<file path="src/rtl/simon_key_sched_ctrl.sv">
// Simon32/64 round-key sequencer: loads k0..k3, expands k4..k31 into the
// round-key BRAM, then serves registered round-key reads to the round engine.
module simon_key_sched_ctrl #(
  parameter logic [6:0]  KEY_BASE = 7'd0,
  parameter int unsigned NROUNDS  = 32,
  parameter logic [61:0] Z_SEQ    = 62'b11111010001001010110000111001101111101000100101011000011100110
) (
  input  logic        clk,
  input  logic        rst_n,
  input  logic        start,
  input  logic [63:0] key_in,
  output logic        busy,
  output logic        done,
  output logic        key_ready,
  input  logic        rk_req,
  input  logic [4:0]  rk_idx,
  output logic        rk_valid,
  output logic [15:0] rk_data,
  output logic        bram_en,
  output logic        bram_we,
  output logic [6:0]  bram_addr,
  output logic [15:0] bram_di,
  input  logic [15:0] bram_dout
);

  localparam int unsigned WORD_W = 16;
  localparam int unsigned ADDR_W = 7;
  localparam int unsigned CNT_W  = 6;
  localparam logic [CNT_W-1:0] LAST_LOAD = CNT_W'(3);
  localparam logic [CNT_W-1:0] END_CNT   = CNT_W'(NROUNDS);

  typedef enum logic [1:0] {
    ST_IDLE,
    ST_LOAD,
    ST_EXPAND,
    ST_READY
  } state_e;

  state_e                     state_q, state_d;
  logic [CNT_W-1:0]           cnt_q, cnt_d;
  logic [3:0][WORD_W-1:0]     w_q, w_d;
  logic                       busy_q, busy_d;
  logic                       done_q, done_d;
  logic                       key_ready_q, key_ready_d;
  logic                       rk_valid_q, rk_valid_d;
  logic                       bram_en_q, bram_en_d;
  logic                       bram_we_q, bram_we_d;
  logic [ADDR_W-1:0]          bram_addr_q, bram_addr_d;
  logic [WORD_W-1:0]          bram_di_q, bram_di_d;

  logic [WORD_W-1:0]          t_rot;
  logic [WORD_W-1:0]          t_mix;
  logic [5:0]                 z_idx;
  logic [WORD_W-1:0]          k_next;

  // cnt_q is the index of the next key to emit; w_q holds k[cnt-4..cnt-1]
  always_comb begin
    t_rot  = {w_q[3][2:0], w_q[3][15:3]} ^ w_q[1];
    t_mix  = t_rot ^ {t_rot[0], t_rot[15:1]};
    z_idx  = 6'(7'd65 - 7'(cnt_q));
    k_next = 16'hFFFC ^ {15'd0, Z_SEQ[z_idx]} ^ w_q[0] ^ t_mix;
  end

  always_comb begin
    state_d     = state_q;
    cnt_d       = cnt_q;
    w_d         = w_q;
    busy_d      = 1'b0;
    done_d      = 1'b0;
    key_ready_d = key_ready_q;
    rk_valid_d  = bram_en_q & ~bram_we_q;
    bram_en_d   = 1'b0;
    bram_we_d   = 1'b0;
    bram_addr_d = bram_addr_q;
    bram_di_d   = bram_di_q;

    unique case (state_q)
      ST_IDLE: begin
        key_ready_d = 1'b0;
        if (start) begin
          state_d     = ST_LOAD;
          w_d         = key_in;
          cnt_d       = CNT_W'(1);
          busy_d      = 1'b1;
          bram_en_d   = 1'b1;
          bram_we_d   = 1'b1;
          bram_addr_d = KEY_BASE;
          bram_di_d   = key_in[15:0];
        end
      end

      ST_LOAD: begin
        busy_d      = 1'b1;
        bram_en_d   = 1'b1;
        bram_we_d   = 1'b1;
        bram_addr_d = KEY_BASE + ADDR_W'(cnt_q);
        bram_di_d   = w_q[cnt_q[1:0]];
        cnt_d       = cnt_q + CNT_W'(1);
        if (cnt_q == LAST_LOAD) begin
          state_d = ST_EXPAND;
        end
      end

      ST_EXPAND: begin
        if (cnt_q == END_CNT) begin
          state_d     = ST_READY;
          done_d      = 1'b1;
          key_ready_d = 1'b1;
        end else begin
          busy_d      = 1'b1;
          bram_en_d   = 1'b1;
          bram_we_d   = 1'b1;
          bram_addr_d = KEY_BASE + ADDR_W'(cnt_q);
          bram_di_d   = k_next;
          w_d         = {k_next, w_q[3], w_q[2], w_q[1]};
          cnt_d       = cnt_q + CNT_W'(1);
        end
      end

      ST_READY: begin
        key_ready_d = 1'b1;
        if (rk_req) begin
          bram_en_d   = 1'b1;
          bram_addr_d = KEY_BASE + ADDR_W'(rk_idx);
        end
        // A same-cycle read keeps the port for one cycle; writes begin after it
        if (start) begin
          state_d     = ST_LOAD;
          w_d         = key_in;
          cnt_d       = '0;
          busy_d      = 1'b1;
          key_ready_d = 1'b0;
        end
      end

      default: begin
        state_d = ST_IDLE;
      end
    endcase
  end

  always_ff @(posedge clk) begin
    if (!rst_n) begin
      state_q     <= ST_IDLE;
      cnt_q       <= '0;
      w_q         <= '0;
      busy_q      <= 1'b0;
      done_q      <= 1'b0;
      key_ready_q <= 1'b0;
      rk_valid_q  <= 1'b0;
      bram_en_q   <= 1'b0;
      bram_we_q   <= 1'b0;
      bram_addr_q <= '0;
      bram_di_q   <= '0;
    end else begin
      state_q     <= state_d;
      cnt_q       <= cnt_d;
      w_q         <= w_d;
      busy_q      <= busy_d;
      done_q      <= done_d;
      key_ready_q <= key_ready_d;
      rk_valid_q  <= rk_valid_d;
      bram_en_q   <= bram_en_d;
      bram_we_q   <= bram_we_d;
      bram_addr_q <= bram_addr_d;
      bram_di_q   <= bram_di_d;
    end
  end

  assign busy      = busy_q;
  assign done      = done_q;
  assign key_ready = key_ready_q;
  assign rk_valid  = rk_valid_q;
  assign rk_data   = bram_dout;
  assign bram_en   = bram_en_q;
  assign bram_we   = bram_we_q;
  assign bram_addr = bram_addr_q;
  assign bram_di   = bram_di_q;

endmodule
</file>
<file path="config.mk">
export PLATFORM = sky130hd
export DESIGN_NAME = simon_key_sched_ctrl
export DESIGN_NICKNAME = d
export VERILOG_FILES = /design/src/rtl/simon_key_sched_ctrl.sv
export SDC_FILE = /design/constraint.sdc
export NUM_CORES = 1
export LEC_CHECK = 0
export CAP_MARGIN = 20
export CORE_UTILIZATION = 55
export CTS_CLUSTER_DIAMETER = 120
export DETAILED_ROUTE_END_ITERATION = 7
export PLACE_DENSITY = 0.91
export SLEW_MARGIN = 20
export SYNTH_ARGS = -nofsm -noshare
export SYNTH_HDL_FRONTEND = slang
export SYNTH_SLANG_ARGS = --single-unit
</file>
<file path="constraint.sdc">
create_clock -name clk -period 6.2 [get_ports clk]
set_clock_uncertainty 0.2 [all_clocks]
set_input_delay 0.62 -clock clk [delete_from_list [all_inputs] [get_ports clk]]
set_output_delay 0.62 -clock clk [all_outputs]
set_load 0.03 [all_outputs]
</file>
-- Word-level counts from Yosys, hierarchy flattened
Memories as Yosys holds them, arrays and structs flattened.
Cells that the tools add are included.
- ROM bits: 64
- bits in registers: 101
- logic and storage cells: 80
- output and inout port bits: 45
- input bits: 89
- memories: 1
- mux-type cells: 31
- equal/unequal tests: 12
- order comparisons: 2
- add/subtract/negate cells: 2
- bitwise gates (word level): 6
- reduce and logical (&&, ||, !) cells: 12
- memories (name ; depth ; width ; read ports ; clocked after Yosys merged registers in ; wr ports ; RTL line ; source):
    (no name shown) ; 64 ; 1 ; 1 ; 0 ; 0 ; 61 ; k_next = 16'hFFFC ^ {15'd0, Z_SEQ[z_idx]} ^ w_q[0] ^ t_mix;
- operators with widths (kind ; number):
    64-bit two-way mux ; 2
    64-bit one-hot mux with 2 select lines ; 1
    16-bit bitwise XOR ; 4
    16-bit two-way mux ; 3
    16-bit one-hot mux with 3 select lines ; 1
    16-bit binary-select mux with 2-bit select ; 1
    7-bit one-hot mux with 4 select lines ; 1
    6-bit one-hot mux with 4 select lines ; 1
    7-bit two-way mux ; 3
    6-bit two-way mux ; 3
    3-bit AND reduction ; 5
    2-bit != test, second input constant ; 6
    1-bit one-hot mux with 3 select lines ; 3
    6-bit by 7-bit < comparator with 1-bit output, second input constant ; 1
    1-bit two-way mux ; 7
    6-bit by 1-bit adder with 6-bit output, second input constant ; 1
    6-bit by 2-bit equality test with 1-bit output, second input constant ; 1
    6-bit equality test, second input constant ; 1
    2-bit two-way mux ; 3
    2-bit one-hot mux with 3 select lines ; 1
    3-bit nonzero test ; 2
    1-bit by 6-bit subtractor with 6-bit output, first input constant ; 1
    2-bit equality test, second input constant ; 2
    1-bit one-hot mux with 4 select lines ; 1
    other kinds (9) ; 10

-- Depth between registers and ports, before layout
Gate-level depths: netlist of the first run.
- depth in word-level cells: 7
- depth in mapped cells: 9

-- Least setup slack after synthesis of the first run
Ideal clock, no wire load.
- kind: reg2reg
- start point: reg cnt_q[1]
- end point: reg bram_di_q[0] (netlist: bram_di[0])
- arrival time: 2472 ps
- path slack: 3427 ps
- cell stages (with the launch flop): 10
- period minus slack after synthesis: 2773 ps
- data required time: 5899 ps
- buffers on the path: 2
- setup time: 101 ps
- path through: dfxtp_1 > buf_2 > inv_1 > ha_1 > buf_6 > mux2_1 > mux4_2 > mux2i_1 > xnor2_1 > o41ai_1
- longest elaborated chain between the ends: 7
- elaborated cells on any way between the ends: 12
- classes of those cells: add/sub: 1; eq/ne: 2; mux: 5; bitwise: 2; reduce/logical: 1; memory: 1
- RTL lines (item ; RTL line ; source):
    start, declared ; 40 ; logic [CNT_W-1:0] cnt_q, cnt_d;
    start signal, assigned ; 157 ; cnt_q <= cnt_d;
    1-bit by 6-bit subtractor with 6-bit output ; 60 ; z_idx = 6'(7'd65 - 7'(cnt_q));
    memory 64 x 1 bit ; - ;
    1-bit two-way mux (not written as such) ; 61 ;
    16-bit bitwise XOR (2 in a row) ; 61 ;
    16-bit two-way mux ; 105 ; if (cnt_q == END_CNT) begin
    16-bit one-hot mux with 3 select lines ; 77 ; unique case (state_q)
    end signal, assigned ; 166 ; bram_di_q <= bram_di_d;
    end, declared ; 49 ; logic [WORD_W-1:0] bram_di_q, bram_di_d;
Several ways; a longest one is shown, not always the timed one. The select of a mux whose other input is x is not followed.
A chain may end at the register's enable or synchronous reset.

-- Worst setup path in the final report of the first run
- start point: reg state_q[0]
- end point: reg w_q[18] in the netlist's numbering
- longest elaborated chain between the ends: 4
- elaborated cells on any way between the ends: 9
- classes of those cells: eq/ne: 4; mux: 1; reduce/logical: 4
- RTL lines (item ; RTL line ; source):
    start, declared ; 39 ; state_e state_q, state_d;
    start signal, assigned ; 156 ; state_q <= state_d;
    2-bit equality test or 2-bit logical NOT (tied branches) ; 77 ;
    2-bit OR reduction (no source line) ; - ;
    2-bit by 1-bit != test with 1-bit output (no source line) or 2-bit nonzero test (tied branches) ; - ;
    3-bit AND reduction (no source line) ; - ;
    end signal, assigned ; 158 ; w_q <= w_d;
    end, declared ; 41 ; logic [3:0][WORD_W-1:0] w_q, w_d;
Several ways; a longest one is shown, not always the timed one.

==> results.ini, run 1 <==
[cells_and_area]
layout.filler_cells=747
finish.net_count=803
multi_input_comb_area_sq_um=3370
area_growth_syn_to_layout_pct=19.2
final_core_area_utilization_pct=68.8
final-seq-area_sq_um=2000
instances_no_fill=835
antenna_cells=0
drive_above_1_share_pct=6.13

[placed_design]
globalplace.congestion=0.832
hpwlAfterDp_um=10200
placement.setup.worst_slack_ns=2.57
instance_count_after_placement_with_tap_cells_included=820
io_buffers=100

[setup_path]
timing_worst_setup_path_type=flip-flop to flip-flop
crit_path_max_fanout=38
crit_family=compound AO/OA/AOI/OAI gates
max_stage_delay_ns=0.49
path_buf_inv=4
crit_path_top_delay_cell=sky130_fd_sc_hd__a31oi_1
worstSetupEndpointType=flip-flop
cp.required_ns=6.26
start_kind=flip-flop
cp.arrival_ns=3.58
cp_cell_sequence=inv_1 > ha_1 > inv_1 > a31oi_1 > nor2_1 > a21oi_4 > buf_16 > buf_4 > nor2_1 > a211oi_1

[clocking]
cts_hold_buf=0
post-cts-setup-buffer-count=0
cts.repair.resized=0
cts_inserted_buffers=9
clock_transition_at_the_registers_of_the_reported_paths_ns=0.09
tritoncts=yes
cts_buffer_depth=2
htree_levels=3
clock_sink_count=100
cts-root-buf=sky130_fd_sc_hd__clkbuf_8
clock_latency_at_the_later_pin_of_the_worst_skew_pair_ns=0.37

[pwr]
p_seq_share_pct=27.0
cellInternalPower_w=0.00231
irDropWorstVdd_mv=0.433
power.switching_fraction_pct=48.5
powerDensity_nw_per_um2=660
p_comb_share_pct=64.6
clock_power_share_pct=8.4
p_leak_nw=2.44
power_switching_w=0.00218

[floorplan]
initial_utilization_pct=57.7
io_pins=134
floorplan.die_area_sq_um=10800
area_of_the_core_region_sq_um=9910
die_w_um=104
dieHeight_um=104
row_count=36

[logic_synthesis]
seq_area_frac_synth_pct=35.0
synth_cells=647
post_synth_main_area_contributors=sky130_fd_sc_hd__dfxtp_1 35%, sky130_fd_sc_hd__mux2i_1 8.6%, sky130_fd_sc_hd__a211oi_1 8.5%
post_synth_instance_area_sq_um=5720
postSynthAreaPerCell_sq_um=8.84
synth_top_area_share_pct=35.0
ys_ff_latch=100
synthDominantAreaCellType=sky130_fd_sc_hd__dfxtp_1
synth.yosys.warnings=0
syn-num-nets=751
yosys.cell_types.count=43

[grt]
pin_count_of_the_biggest_net_entering_global_routing=79
grt_antenna_before_repair=0
track_usage_pct=28.0
grt_pass1_vias=4918
gr-total-overflow=0
grt_first_pass_wirelength_um=24500

[run]
max_cap_viol_count=0

[drt]
route.detailed.vias_per_inst=6.19
wl_um=15100
drc=0
initialDrtViolationCount=457
antenna_violating_nets_remaining=0
via_count=5171
drt-wirelength-per-cell_um=18.1
number_of_iterations_in_the_first_detailed_routing_pass=5

[sta]
fmax_mhz=284
final_hold_viol_count=0
layout_worst_path_cycle_share_pct=56.7
drv_slew=0
worst_slew_pin_slew_ns=0.906
hold_ws_ns=0.212
finalWorstSetupSlack_ns=2.68
min_period_ns=3.52
slew_headroom_pct=39.3
tns_ns=0
rsz_0062_raised_after_global_routing=false
setup_viol=0

[outcome]
status=completed

[worst_hold_path]
hp-class=flip-flop to flip-flop

metal layers:
layer,global-route usage (%),part of all wire [%],up-vias
met1,36.1,41,2440
met3,5.89,9.3,57
met5,0,0,-
met4,13.9,2.9,0
li1,-,-,2374
met2,44.6,47,300
power groups by stage:
stage	logic [W]	registers [W]	clock network, W
floorplan	0.00211	0.00124	0
global placement	0.00266	0.00118	0
detailed placement	0.00277	0.00121	0
CTS	0.00282	0.00120	0.000375
global route	0.00312	0.00124	0.000402
finish	0.00290	0.00122	0.000375
cells in the mapped netlist (all sizes together):
master,instances
a211oi,65
a21oi,33
a221oi,1
a22o,1
a22oi,5
a2bb2oi,1
a31oi,2
a41oi,1
and2,1
and3,1
buf,38
clkbuf,28
clkinv,1
conb,1
dfxtp,100
ha,15
inv,9
mux2,3
mux2i,49
mux4,18
nand2,38
nand2b,2
nand3,2
nand3b,1
nand4,3
nor2,101
nor2b,13
nor3,14
nor3b,1
o211a,1
o211ai,4
o21a,1
o21ai,33
o22ai,1
o311a,1
o41ai,2
xnor2,51
xor2,5
cell families (layout without fill, tap and decap cells):
family,after synthesis,in the layout,synth area share (%)
XOR/XNOR,56,56,8.58
multiplexers,70,70,16.3
buffers and inverters,76,131,6.59
flip-flops,100,100,35.0
other,1,1,0.0656
AO/OA/AOI/OAI,152,152,17.2
AND/OR/NAND/NOR,177,177,13.0
adder cells (fa/ha/maj),15,15,3.28
worst reg2reg max path: stages (launching register included):
cell	delay, ns
sky130_fd_sc_hd__dfxtp_1	0.35
sky130_fd_sc_hd__inv_1	0.15
sky130_fd_sc_hd__ha_1	0.27
sky130_fd_sc_hd__inv_1	0.30
sky130_fd_sc_hd__a31oi_1	0.49
sky130_fd_sc_hd__nor2_1	0.17
sky130_fd_sc_hd__a21oi_4	0.45
sky130_fd_sc_hd__buf_16	0.25
sky130_fd_sc_hd__buf_4	0.39
sky130_fd_sc_hd__nor2_1	0.10
sky130_fd_sc_hd__a211oi_1	0.29
final cells by class:
cell class | instances | share of cell area (%)
clock buffers | 11 | 2.08
clock inverters | 3 | 0.349
inverters | 10 | 0.551
multi-input cells | 471 | 49.4
flip-flops and latches | 100 | 29.4
well taps | 133 | 2.44
repair buffers | 107 | 15.8
path summary, 6_finish.rpt:
path / from / endpoint / depth (start not counted) / slack, ns
hold reg to reg: bram_we / rk_valid / 1 / 0.21
setup / recovery: state_q[0] / w_q[18] / 10 / 2.68
hold / removal: bram_we / rk_valid / 1 / 0.21
setup reg to reg: state_q[0] / w_q[18] / 10 / 2.68
per-stage QoR:
stage	instance area [sq um]	power (W)
floorplan	5720	0.00335
global placement	6620	0.00385
detailed placement	6620	0.00398
CTS	6790	0.00440
global route	6810	0.00477
finish	6810	0.00449
layout by cell type, fill, tap and decap left out, types with 4 or more instances in the layout:
master	n
sky130_fd_sc_hd__xnor2_1	51
sky130_fd_sc_hd__a21oi_1	32
sky130_fd_sc_hd__mux4_2	18
sky130_fd_sc_hd__nor3_1	14
sky130_fd_sc_hd__nor2b_1	13
sky130_fd_sc_hd__a211oi_1	65
sky130_fd_sc_hd__clkdlybuf4s50_1	100
sky130_fd_sc_hd__buf_4	6
sky130_fd_sc_hd__mux2i_1	49
sky130_fd_sc_hd__o21ai_0	32
sky130_fd_sc_hd__a22oi_1	5
sky130_fd_sc_hd__clkbuf_8	10
sky130_fd_sc_hd__xor2_1	5
sky130_fd_sc_hd__nor2_1	101
sky130_fd_sc_hd__inv_1	9
sky130_fd_sc_hd__dfxtp_1	100
sky130_fd_sc_hd__nand2_1	38
sky130_fd_sc_hd__ha_1	14
sky130_fd_sc_hd__o211ai_1	4
sequential cells by signal, indices dropped and copies added, names as in the netlist:
| register | flops |
|---|---|
| bram_di | 16 |
| state_q | 2 |
| cnt_q | 6 |
| rk_valid | 1 |
| bram_en | 1 |
| done | 1 |
| bram_we | 1 |
| bram_addr | 6 |
| w_q | 64 |
| busy | 1 |
| key_ready | 1 |
Power figures use the tool's default switching activity.
==> run 2: changes to the inputs <==
- CORE_UTILIZATION: 55 -> 51
- PLACE_DENSITY: 0.91 -> 0.85
- clock period: 6.2 -> 3.3 ns (I/O delays scaled with it)
==> run 2 against run 1 <==
  * Hold slack better by 0.014 ns
  * Global-route usage is 2.6 points lower
  * Sequential power is 86% higher
  * Sequential cell count stayed put
  * Sequential share of layout area is 0.52 points lower
  * Critical endpoint is now w_q[37]
  * Largest power group unchanged
==> results.ini, run 2 (synthesis results as in run 1) <==
[setup_path]
crit_path_top_delay_cell=sky130_fd_sc_hd__dfxtp_1
crit_family=compound AO/OA/AOI/OAI gates
crit_path_max_fanout=87  ; +130%
cp.required_ns=3.38  ; -2.88 ns
crit_path_frequent_cell=sky130_fd_sc_hd__nor2_1
timing_worst_setup_path_type=flip-flop to flip-flop
path_buf_inv=2  ; -2
max_stage_delay_ns=0.59  ; +0.10 ns
worstSetupEndpointType=flip-flop
cp.arrival_ns=2.91  ; -0.67 ns
start_kind=flip-flop
cp_cell_sequence=inv_1 > ha_1 > a31oi_1 > nor2_1 > a21oi_4 > buf_12 > nor2_1 > a211oi_1

[placed_design]
globalplace.congestion=0.867  ; +4.1%
io_buffers=100  ; unchanged
instance_count_after_placement_with_tap_cells_included=830  ; +1.2%
hpwlAfterDp_um=10000  ; -1.3%

[cells_and_area]
drive_above_1_share_pct=6.66  ; +0.53 points
area_growth_syn_to_layout_pct=21.3
instances_no_fill=846  ; +1.3%
finish.net_count=805  ; +0.25%
layout.filler_cells=855  ; +14%
number_of_flip_flops_in_the_largest_register=64  ; unchanged
regMostFlops=w_q
most_common_cell_after_layout_fill_and_taps_aside=sky130_fd_sc_hd__nor2_1
most-common-layout-cells=101 x sky130_fd_sc_hd__nor2_1, 100 x sky130_fd_sc_hd__dfxtp_1, 100 x sky130_fd_sc_hd__clkdlybuf4s50_1, 65 x sky130_fd_sc_hd__a211oi_1, 51 x sky130_fd_sc_hd__xnor2_1
antenna_cells=0  ; unchanged

[clocking]
clock_transition_at_the_registers_of_the_reported_paths_ns=0.09  ; about the same
tritoncts=yes
clock_sink_count=100  ; unchanged
clock_latency_at_the_later_pin_of_the_worst_skew_pair_ns=0.39  ; +0.02 ns
cts_inserted_buffers=9  ; unchanged
post-cts-setup-buffer-count=0  ; unchanged
htree_levels=3  ; unchanged
cts_hold_buf=0  ; unchanged
cts_buffer_depth=2  ; unchanged
cts.repair.resized=0  ; unchanged
cts-root-buf=sky130_fd_sc_hd__clkbuf_8

[sta]
rsz_0062_raised_after_global_routing=false
final_hold_viol_count=0  ; unchanged
layout_worst_path_cycle_share_pct=85.6  ; +29 points
min_period_ns=2.83  ; -0.691 ns
tns_ns=0  ; unchanged
worst_slew_pin_slew_ns=0.943  ; +0.0365 ns
slew_headroom_pct=37.1  ; -2.2 points
setup_viol=0  ; unchanged
fmax_mhz=354  ; +24%
drv_slew=0  ; unchanged

[drt]
route.detailed.vias_per_inst=5.91  ; -4.6%
via_count=4996  ; -3.4%
wl_um=14500  ; -4.2%
number_of_iterations_in_the_first_detailed_routing_pass=5  ; unchanged
drt-wirelength-per-cell_um=17.1  ; -5.5%
initialDrtViolationCount=318  ; -30%
antenna_violating_nets_remaining=0  ; unchanged
drc=0  ; unchanged

[grt]
grt_antenna_before_repair=0  ; unchanged
pin_count_of_the_biggest_net_entering_global_routing=88  ; +11%
gr-total-overflow=0  ; unchanged
grt_first_pass_wirelength_um=23000  ; -6.1%
track_usage_pct=25.4  ; -2.6 points
grt_pass1_vias=4739  ; -3.6%

[pwr]
irDropWorstVdd_mv=0.801  ; +85%
p_leak_nw=2.49  ; +2.2%
powerDensity_nw_per_um2=1230  ; +87%
post-layout-total-power_w=0.00856  ; +90%

[floorplan]
io_pins=134  ; unchanged
die_w_um=108  ; +3.8%
dieHeight_um=108  ; +3.8%
row_count=38  ; +5.6%
floorplan.die_area_sq_um=11600  ; +7.7%
area_of_the_core_region_sq_um=10900  ; +9.9%
initial_utilization_pct=52.5  ; -5.2 points

[run]
max_cap_viol_count=0  ; unchanged

[outcome]
status=completed

[worst_hold_path]
hp-class=flip-flop to flip-flop

==> run 2: cell types whose count changed in the layout (fill, tap and decap cells not counted) <==
cell	previous run	this run
sky130_fd_sc_hd__buf_12	0	5
sky130_fd_sc_hd__inv_6	1	2
sky130_fd_sc_hd__clkinv_4	0	1
sky130_fd_sc_hd__buf_16	1	0
sky130_fd_sc_hd__clkbuf_8	10	9
sky130_fd_sc_hd__clkinvlp_4	2	1
sky130_fd_sc_hd__buf_4	6	4
sky130_fd_sc_hd__bufinv_16	0	2
==> run 2: layout make-up <==
cell class	count	area, sq um	area share (%)
timing repair buffer	109	1130	16.3
clock inverter	6	93.8	1.35
tap	140	175	2.53
multi-input combinational	471	3370	48.6
inverter	10	37.5	0.541
clock buffer	10	128	1.84
sequential	100	2000	28.9
==> run 2: worst register-to-register path: cells and delay by family (launching register included) <==
family	cells	cell delay, ns
AO/OA/AOI/OAI	3	0.86
adder cells (fa/ha/maj)	1	0.27
buffers and inverters	2	0.52
flip-flops	1	0.59
AND/OR/NAND/NOR	2	0.30
==> run 2: per-layer routing <==
| layer | vias to the layer above | share of wire [%] | track usage, % | routed length, um |
|---|---|---|---|---|
| li1 | 2388 | - | - | - |
| met1 | 2342 | 45 | 33.1 | 6500 |
| met2 | 223 | 45 | 40.8 | 6530 |
| met3 | 43 | 6.8 | 3.81 | 980 |
| met4 | 0 | 3.1 | 12.9 | 447 |
| met5 | - | 0 | 0 | 0 |
==> run 2: final timing paths <==
path         slack [ns]  endpoint  cells after the start      from
min reg2reg        0.23  rk_valid                      1   bram_we
max reg2reg        0.47   w_q[37]                      8  cnt_q[0]
min                0.23  rk_valid                      1   bram_we
max                0.47   w_q[37]                      8  cnt_q[0]
==> run 2: power by group <==
group | leakage [nW] | switching [W] | internal, W
logic | 1.56 | 0.00303 | 0.00238
clock network | 0.107 | 0.000449 | 0.000434
registers | 0.825 | 0.000520 | 0.00175
total | 2.49 | 0.00400 | 0.00456
==> run 2: per-stage QoR <==
| step | worst slack [ns] | utilization [%] | instance area, sq um | hold slack [ns] |
|---|---|---|---|---|
| detailed placement | 0.547 | 61.7 | 6710 | 0.217 |
| floorplan | 0.527 | - | 5720 | 0.244 |
| global placement | 0.754 | 61.7 | 6710 | 0.200 |
| finish | 0.475 | 63.7 | 6940 | 0.226 |
| CTS | 0.515 | 63.7 | 6940 | 0.231 |
| global route | 0.304 | 63.7 | 6940 | 0.246 |
